===== src/rtl/value_change_fifo.sv =====
// value_change_fifo: detects changes on a sampled value and queues {value, timestamp}
// records in a show-ahead FIFO drained over a valid/ready interface.
module value_change_fifo #(
  parameter int WIDTH = 8,
  parameter int DEPTH = 4,
  parameter int TS_WIDTH = 16
) (
  input  logic                       clk,
  input  logic                       reset,
  input  logic [WIDTH-1:0]           value,
  output logic                       out_valid,
  input  logic                       out_ready,
  output logic [WIDTH-1:0]           out_value,
  output logic [TS_WIDTH-1:0]        out_time,
  output logic [$clog2(DEPTH):0]     level,
  output logic                       overflow,
  output logic [7:0]                 drop_count
);
  localparam int AW = $clog2(DEPTH);
  logic [TS_WIDTH-1:0] ts;
  logic [WIDTH-1:0] prev;
  logic primed;
  logic [AW:0] wr_ptr, rd_ptr;
  logic [WIDTH+TS_WIDTH-1:0] mem [DEPTH];
  logic change, full, pop, push, drop;
  // Pointers carry one extra bit so full and empty are distinguishable.
  always_comb begin
    level = wr_ptr - rd_ptr;
    full = level == (AW+1)'(DEPTH);
    out_valid = level != '0;
    pop = out_valid && out_ready;
    change = !primed || value != prev;
    push = change && (!full || pop);
    drop = change && full && !pop;
    out_value = out_valid ? mem[rd_ptr[AW-1:0]][WIDTH+TS_WIDTH-1:TS_WIDTH] : '0;
    out_time = out_valid ? mem[rd_ptr[AW-1:0]][TS_WIDTH-1:0] : '0;
  end
  always_ff @(posedge clk or posedge reset)
    if (reset) begin
      ts <= '0;
      prev <= '0;
      primed <= 1'b0;
      wr_ptr <= '0;
      rd_ptr <= '0;
      overflow <= 1'b0;
      drop_count <= '0;
    end else begin
      ts <= ts + 1'b1;
      prev <= value;
      primed <= 1'b1;
      if (push) wr_ptr <= wr_ptr + 1'b1;
      if (pop) rd_ptr <= rd_ptr + 1'b1;
      if (drop) overflow <= 1'b1;
      if (drop && drop_count != 8'hff) drop_count <= drop_count + 8'd1;
    end
  // Storage is not reset; pointers alone define which entries are live.
  always_ff @(posedge clk)
    if (push) mem[wr_ptr[AW-1:0]] <= {value, ts};
endmodule


===== config.mk =====
export PLATFORM = sky130hd
export DESIGN_NAME = value_change_fifo
export DESIGN_NICKNAME = d
export VERILOG_FILES = /design/src/rtl/value_change_fifo.sv
export SDC_FILE = /design/constraint.sdc
export NUM_CORES = 1
export LEC_CHECK = 0
export CORE_UTILIZATION = 55
export CTS_CLUSTER_DIAMETER = 30
export DETAILED_ROUTE_END_ITERATION = 10
export GPL_TIMING_DRIVEN = 1
export PLACE_DENSITY = 0.77
export RECOVER_POWER = 25
export SLEW_MARGIN = 20
export SYNTH_ARGS = -nofsm -noshare
export SYNTH_HDL_FRONTEND = slang
export SYNTH_SLANG_ARGS = --single-unit

===== constraint.sdc =====
create_clock -name clk -period 7.64 [get_ports clk]
set_input_delay 1.146 -clock clk [delete_from_list [all_inputs] [get_ports clk]]
set_output_delay 1.146 -clock clk [all_outputs]
set_load 0.005 [all_outputs]

== Yosys cells after proc, flatten, opt, wreduce, memory -nomap -nowiden ==
Memory sizes are Yosys's and may differ from the RTL's.
Cells that the tools add are included.
Word-level totals
  bits in registers: 40
  RAM bits: 96
  bits of input ports: 11
  output and inout port bits: 37
  logic and storage cells: 31
  memories kept: 1
Memories
  mem: words 4, width 24, rd ports 1, clocked after memory_dff 0, wr ports 1, RTL line 24  | logic [WIDTH+TS_WIDTH-1:0] mem [DEPTH];
Cells by class
  add/subtract/negate cells: 5
  eq/ne operators: 3
  muxes and demuxes: 4
  reductions and logical operators: 11
Operators by type and width (count)
  $add A16 B1 Y16 const B: 1
  $mux W16: 1
  $add A8 B1 Y8 const B: 1
  $mux W8: 1
  $ne A8 B8 Y1: 1
  $ne A8 B8 Y1 const B: 1
  $add A3 B1 Y3 const B: 2
  $logic_and A1 B1 Y1: 5
  $eq A3 B3 Y1 const B: 1
  $logic_not A1 Y1: 3
  $reduce_bool A3 Y1: 1
  $sub A3 B3 Y3: 1
  $logic_or A1 B1 Y1: 2
  $mux W1: 2

== Depth between registers and ports, before layout ==
Gate-level depths: netlist of the first run.
  depth after elaboration: 7
  mapped depth: 8
  mapped depth without buffers: 8

== Worst setup path after synthesis of the first run ==
OpenSTA, ideal clock, no wires.
  kind: register to output
  start point: reg wr_ptr[0]
  end point: out out_time[10]
  arrival time: 2.080 ns
  required time: 6.494 ns
  setup slack: 4.414 ns
  cell stages (with the launch flop): 9
  cells stage by stage: dfrtp_1 inv_1 ha_1 fa_1 xnor2_1 xor2_2 nand3_1 clkbuf_1 and2_1
On the way
  cells in the longest elaborated chain, start to end: 3
RTL lines
  start, declared: RTL line 23  | logic [AW:0] wr_ptr, rd_ptr;
  start signal, assigned: RTL line 51  | if (push) wr_ptr <= wr_ptr + 1'b1;
  $sub A3 B3 Y3: RTL line 28  | level = wr_ptr - rd_ptr;
  $reduce_bool A3 Y1: RTL line 30  | out_valid = level != '0;
  named net out_valid: RTL line 11  | output logic out_valid,
  $mux W16: RTL line 36  | out_time = out_valid ? mem[rd_ptr[AW-1:0]][TS_WIDTH-1:0] : '0;
  end, declared: RTL line 14  | output logic [TS_WIDTH-1:0] out_time,
The timed path passes the listed nets, and every way through them passes these cells.

== Final worst setup path of the first run ==
  start point: reg wr_ptr[0]
  end point: out out_value[2]
On the way
  cells in the longest elaborated chain, start to end: 3
RTL lines
  $sub A3 B3 Y3: RTL line 28
  $reduce_bool A3 Y1: RTL line 30
  $mux W8: RTL line 35  | out_value = out_valid ? mem[rd_ptr[AW-1:0]][WIDTH+TS_WIDTH-1:TS_WIDTH] : '0;
  end, declared: RTL line 13  | output logic [WIDTH-1:0] out_value,
No other way between the ends.

==> results of run 1 <==
==> metal layers <==
metal,GRT usage,wire length [microns],share of wire
met4,0.0758,104,0.011
met5,0,0,0
met1,0.288,4240,0.44
met3,0.0559,398,0.041
met2,0.343,4960,0.51
==> worst max path at each step <==
stage                                      from            to  slack [ns]  depth (start not counted)
after floorplan           wr_ptr[0]$_DFFE_PP0P_  out_time[10]        4.41                          8
after global placement    wr_ptr[0]$_DFFE_PP0P_  out_time[14]        3.32                          8
after detailed placement  wr_ptr[0]$_DFFE_PP0P_   out_time[7]        3.29                          8
after CTS                 wr_ptr[0]$_DFFE_PP0P_  out_value[2]        2.65                          8
after global routing      wr_ptr[0]$_DFFE_PP0P_  out_time[14]        2.47                          8
final                     wr_ptr[0]$_DFFE_PP0P_  out_value[2]        2.72                          8
==> cell families (layout without fill, tap and decap cells) <==
logic type | after synthesis | after routing | share of synthesized area
compound gates | 3 | 3 | 0.00415
xor+xnor | 33 | 33 | 0.0547
fa+ha+maj | 9 | 9 | 0.0221
buf+inv | 16 | 93 | 0.0118
flops | 136 | 136 | 0.716
mux | 28 | 28 | 0.109
other cells | 1 | 1 | 0.000691
simple gates | 74 | 74 | 0.0821
==> cell usage in the layout (no fill, tap or decap), types with 3 or more instances in the layout <==
cell type / synthesis / final
bufinv_16: 0 / 4
clkinv_2: 0 / 3
dfrtp_1: 40 / 40
clkbuf_16: 0 / 16
clkinv_4: 0 / 4
ha_1: 8 / 8
edfxtp_1: 96 / 96
nand2_1: 8 / 8
inv_1: 7 / 7
clkdlybuf4s50_1: 0 / 41
mux2_2: 3 / 3
xor2_1: 12 / 12
buf_4: 0 / 7
and3_1: 12 / 12
xnor2_1: 20 / 20
nor2_1: 3 / 3
mux4_2: 24 / 24
dlygate4sd3_1: 0 / 6
and2_1: 25 / 25
nand4_1: 10 / 10
nand3_1: 7 / 7
==> through the flow <==
stage | hold WS [ns] | cells | worst slack (ns) | instance area [sq um]
after detailed placement | 0.447 | 474 | 3.29 | 6070
after floorplan | 0.451 | 300 | 4.41 | 5430
after CTS | 0.461 | 506 | 2.65 | 6690
after global placement | 0.438 | 474 | 3.32 | 6070
final | 0.456 | 506 | 2.72 | 6690
after global routing | 0.471 | 506 | 2.47 | 6690
==> registers in the layout, summed over array words and instances (netlist names) <==
register,cells
overflow,1
wr_ptr,3
primed,1
prev,8
rd_ptr,3
ts,16
mem,96
drop_count,8
==> power breakdown <==
group	internal, W	switching, W
sequential	0.00109	0.0000806
combinational	0.000697	0.000540
clock	0.000532	0.000306
==> final cells by class <==
cell class / count / area [sq um] / area share
clock buffer: 17 / 414 / 0.0619
clock inverter: 15 / 201 / 0.0301
inverter: 7 / 26.3 / 0.00393
sequential: 136 / 3880 / 0.581
tap: 129 / 161 / 0.0241
timing repair buffer: 54 / 523 / 0.0782
multi-input combinational: 148 / 1480 / 0.221
==> key figures, run 1 <==
STA
  – Crit path time final: 4.92 ns
  – Setup TNS: 0 ns
  – Clk_skew: 0.00808 ns
  – Slew at the pin closest to its max-slew limit: 0.950 ns
  – Fmax: 0.203 GHz
  – Max Slew Vio Count: 0
  – Relative slew margins: 0.365
  – RSZ-0062 raised after global routing: false
  – Final period utilization: 0.643
  – Final Setup Violations: 0
  – Final hold vios: 0

Finish
  – Final antenna diode count: 0
  – Final core utilization: 0.710
  – Nets: 384
  – Layout cells sized above 1: 0.188
  – Area Growth Syn to Fin: 23.3%
  – Fill cell count: 611

Clocking
  – Later-pin clock latency in the skew report: 0.52 ns
  – Setup bufs post-CTS: 0
  – TritonCTS Sinks: 136
  – Hold buffers post-CTS: 0
  – Clock transition at path regs: 0.06 ns
  – Root Driver: clkbuf_8
  – H-tree depth: 4
  – CTS Buffer Depth: 2
  – PostCTS Resize Cnt: 0
  – CTS tree: yes
  – CTS Buf Count: 17

Yosys
  – Count of cell types in the netlist: 32
  – Most used DFF post-synth: edfxtp_1
  – Commonest cells post-synth: edfxtp_1, dfrtp_1, and2_1
  – Post-synth EDFFs: 96
  – Yosys reg bits: 136
  – Warnings from Yosys: 0
  – Gate count of the mapped netlist: 300
  – Count leader, synth: edfxtp_1
  – Syn avg cell area: 18.1 sq um
  – Async S/R FF share, synth: 0.294
  – Seq/Total Area, Yosys: 0.716
  – Post-Syn Nets: 320
  – Top post-synthesis cells by area: edfxtp_1, dfrtp_1, mux4_2
  – Cell taking the most area after synthesis: edfxtp_1
  – Post-synth top area share: 0.531
  – Post-Syn Area: 5430 sq um

Job
  – Max-cap viol count: 0

Route
  – Vias: 2762
  – Drt wl/cell: 19.2 microns
  – Antenna viol nets, final: 0
  – DRC: 0
  – Final WL: 9710 microns
  – DR vias/cell: 5.46
  – Drt initial violations: 152
  – Pre-Repair DR Iteration Count: 4

Floorplanning
  – Ports: 48
  – Core area: 9420 sq um
  – Row count: 35
  – Full die area: 10300 sq um
  – Die X: 101 microns
  – Die height: 101 microns
  – Starting Density: 0.576

Hold path
  – HP Start: overflow$_DFFE_PP0P_
  – Worst hold endpoint: overflow$_DFFE_PP0P_
  – Hold depth: 1
  – Hold crit path type: reg2reg

Run status
  – Run status: completed

Setup path
  – Worst reg2reg startpoint: wr_ptr[0]$_DFFE_PP0P_
  – WP data arrival: 3.77 ns
  – Worst reg-to-reg setup slack: 4.42 ns
  – RR Endpoint: rd_ptr[1]$_DFFE_PP0P_
  – Crit-path max cell delay: 0.74 ns
  – Crit Path Max Fanout: 27
  – Cells along the critical path: inv_1 -> ha_1 -> fa_1 -> xnor2_1 -> xor2_2 -> nand3_1 -> and2_1 -> clkdlybuf4s50_1
  – CP delay by family, top: simple AND/OR/NAND/NOR gates
  – CP bufs+invs: 2
  – Critical Setup Path Class: reg2out
  – Critical Path Sink Type: output port
  – CP Data Required Time: 6.49 ns
  – Critical Path Start Type: register
  – R2r worst-path depth: 8
  – Slowest cell on the critical path: nand3_1

Global routing
  – Initial antenna violation count: 0
  – Gr ovfl total: 0
  – Total track usage: 0.214
  – Number of global-route vias before repair: 2948
  – First-pass GRT wire length: 15500 microns
  – Largest net degree at the start of global routing: 41

Placed design
  – Post-DP HPWL: 5620 microns
  – IO buf count: 47
  – Routability Congestion: 0.752

Power
  – Max rail drop VDD: 280 uV
  – Power Density: 485 nW/um^2
  – Leakage power: 2.50 nW
  – Overall power: 0.00324 W
No activity file was read; power rests on OpenSTA's default activity.
==> run 2, diff against run 1 <==
CORE_UTILIZATION = 51   (was 55)
PLACE_DENSITY = 0.75   (was 0.77)
clock period = 4.4 ns   (was 7.64 ns; I/O delays follow)
==> run 2 against run 1 <==
Effect of this change: critical path depth grew 1; highest routed layer unchanged; via count grew 1.2%; clock skew is essentially flat.
==> key figures, run 2 (synthesis gave the netlist of run 1 again) <==
Floorplanning
  – Full die area: 11100 sq um (+7.7%)
  – Die X: 105 microns (+3.8%)
  – Ports: 48 (unchanged)
  – Core area: 10300 sq um (+9.6%)
  – Die height: 105 microns (+3.8%)
  – Row count: 37 (+5.7%)
  – Starting Density: 0.526 (-0.0507)

Setup path
  – Crit-path max cell delay: 0.45 ns (-0.29 ns)
  – Worst reg2reg startpoint: wr_ptr[0]$_DFFE_PP0P_
  – R2r worst-path depth: 8 (unchanged)
  – Worst reg-to-reg setup slack: 1.03 ns (-3.39 ns)
  – Critical Path Sink Type: output port
  – Crit Path Max Fanout: 15 (-44%)
  – CP bufs+invs: 3 (+1)
  – CP delay by family, top: buffers and inverters
  – RR Endpoint: mem[3][22]$_DFFE_PP_
  – Critical Path Start Type: register
  – CP Data Required Time: 3.74 ns (-2.75 ns)
  – Cells along the critical path: inv_1 -> ha_1 -> fa_1 -> xnor2_1 -> xor2_2 -> nand3_2 -> buf_4 -> and2_1 -> clkdlybuf4s50_1
  – Number of cells on the critical path: 9 (+1)
  – WP data arrival: 3.37 ns (-0.40 ns)
  – Slowest cell on the critical path: clkdlybuf4s50_1
  – Critical Setup Path Class: reg2out

STA
  – Relative slew margins: 0.349 (-0.0157)
  – Crit path time final: 4.03 ns
  – Max Slew Vio Count: 0 (unchanged)
  – RSZ-0062 raised after global routing: false
  – Clk_skew: 0.00821 ns (+0.000136 ns)
  – Final hold vios: 0 (unchanged)
  – Slew at the pin closest to its max-slew limit: 0.976 ns (+0.0262 ns)
  – Setup TNS: 0 ns (unchanged)
  – Final Setup Violations: 0 (unchanged)
  – Fmax: 0.248 GHz
  – Final period utilization: 0.917

Finish
  – Commonest non-fill, non-tap cell in the layout: edfxtp_1
  – Nets: 385 (+0.26%)
  – Fill cell count: 708 (+16%)
  – Number of flip-flops under the largest register name: 96 (unchanged)
  – Area Growth Syn to Fin: 24.9%
  – Final antenna diode count: 0 (unchanged)
  – Commonest non-fill, non-tap cells in the layout: edfxtp_1, dfrtp_1, clkdlybuf4s50_1
  – Final core utilization: 0.657 (-0.0538)
  – Layout cells sized above 1: 0.190 (+0.00215)

Route
  – Vias: 2794 (+1.2%)
  – DR vias/cell: 5.44 (-0.42%)
  – Pre-Repair DR Iteration Count: 4 (unchanged)
  – Drt wl/cell: 19.4 microns (+1.1%)
  – Final WL: 9970 microns (+2.7%)
  – DRC: 0 (unchanged)
  – Drt initial violations: 128 (-16%)
  – Antenna viol nets, final: 0 (unchanged)

Clocking
  – CTS tree: yes
  – H-tree depth: 4 (unchanged)
  – Root Driver: clkbuf_8
  – Setup bufs post-CTS: 0 (unchanged)
  – CTS Buf Count: 17 (unchanged)
  – Later-pin clock latency in the skew report: 0.50 ns (-0.02 ns)
  – TritonCTS Sinks: 136 (unchanged)
  – CTS Buffer Depth: 2 (unchanged)
  – Clock transition at path regs: 0.06 ns (about the same)

Power
  – Sw Ratio: 0.279 (-0.00659)
  – Leakage power: 2.54 nW (+1.5%)
  – Clock share of power: 0.279 (+0.021)
  – Comb power frac: 0.374 (-0.007)
  – Reg power frac: 0.347 (-0.014)
  – Max rail drop VDD: 425 uV (+52%)
  – Internal: 0.00422 W (+82%)
  – Net Switching: 0.00163 W (+76%)
  – Power Density: 864 nW/um^2 (+78%)

Hold path
  – Hold depth: 1 (unchanged)
  – Worst hold endpoint: overflow$_DFFE_PP0P_
  – HP Start: overflow$_DFFE_PP0P_
  – Hold crit path type: reg2reg

Placed design
  – Post-DP HPWL: 5860 microns (+4.3%)
  – IO buf count: 47 (unchanged)
  – Routability Congestion: 0.703 (-6.6%)

Job
  – Max-cap viol count: 0 (unchanged)

Global routing
  – Gr ovfl total: 0 (unchanged)
  – Largest net degree at the start of global routing: 41 (unchanged)
  – First-pass GRT wire length: 15700 microns (+0.97%)
  – Number of global-route vias before repair: 2932 (-0.54%)
  – Total track usage: 0.197 (-0.0167)
  – Initial antenna violation count: 0 (unchanged)

Run status
  – Run status: completed
==> run 2: cell count changes in the layout (fill, tap and decap cells not counted), sizes merged <==
| cell | delta |
|---|---|
| clkinvlp | -1 |
| dlygate4sd3 | +2 |
| clkbuf | +2 |
| clkdlybuf4s50 | -2 |
| buf | +1 |
| clkinv | -8 |
| bufinv | +3 |
| inv | +4 |
==> run 2: what timing repair did <==
item | CTS | global route
hold buffers | 0 | 0
endpoints found under the setup margin | 0 | 3
gates resized for setup | 0 | 1
==> run 2: layout make-up <==
type                            instances  area, sq um  area share
Inverter                                7         26.3     0.00388
Multi-Input combinational cell        148         1480       0.219
Clock inverter                         13          263      0.0388
Tap cell                              136          170      0.0251
Clock buffer                           19          422      0.0622
Timing Repair Buffer                   55          531      0.0783
Sequential cell                       136         3880       0.573
==> run 2: power by group through the flow <==
stage	logic [W]	registers (W)	clock network, W
6_report	0.00219	0.00203	0.00163
5_1_grt	0.00237	0.00207	0.00170
4_1_cts	0.00224	0.00204	0.00165
3_3_place_gp	0.00219	0.00201	0
2_1_floorplan	0.00115	0.00201	0
3_5_place_dp	0.00221	0.00205	0
==> run 2: worst max path at each step <==
| stage | start | to | slack, ns |
|---|---|---|---|
| after CTS | wr_ptr[0]$_DFFE_PP0P_ | out_time[12] | 0.13 |
| after global routing | wr_ptr[0]$_DFFE_PP0P_ | out_time[12] | 0.17 |
| after global placement | value[7] | mem[3][17]$_DFFE_PP_ | 0.85 |
| after floorplan | wr_ptr[0]$_DFFE_PP0P_ | mem[3][0]$_DFFE_PP_ | 1.64 |
| after detailed placement | wr_ptr[0]$_DFFE_PP0P_ | out_value[2] | 0.73 |
| final | wr_ptr[0]$_DFFE_PP0P_ | out_time[12] | 0.37 |
==> run 2: through the flow <==
stage | cells | setup slack [ns] | total power, W | instance area (sq um) | hold WS [ns]
2_1_floorplan | 300 | 1.64 | 0.00315 | 5430 | 0.451
4_1_cts | 514 | 0.127 | 0.00593 | 6770 | 0.499
5_1_grt | 514 | 0.170 | 0.00615 | 6780 | 0.500
3_3_place_gp | 482 | 0.850 | 0.00420 | 6090 | 0.439
3_5_place_dp | 482 | 0.727 | 0.00426 | 6090 | 0.486
6_report | 514 | 0.367 | 0.00585 | 6780 | 0.486
==> run 2: per-layer routing <==
metal  GRT usage  vias to the layer above  wire [microns]
met5           0                        -               0
met1       0.240                     1455            4020
met3      0.0405                       15             307
met2       0.346                       63            5510
li1            -                     1261               -
met4      0.0785                        0             128
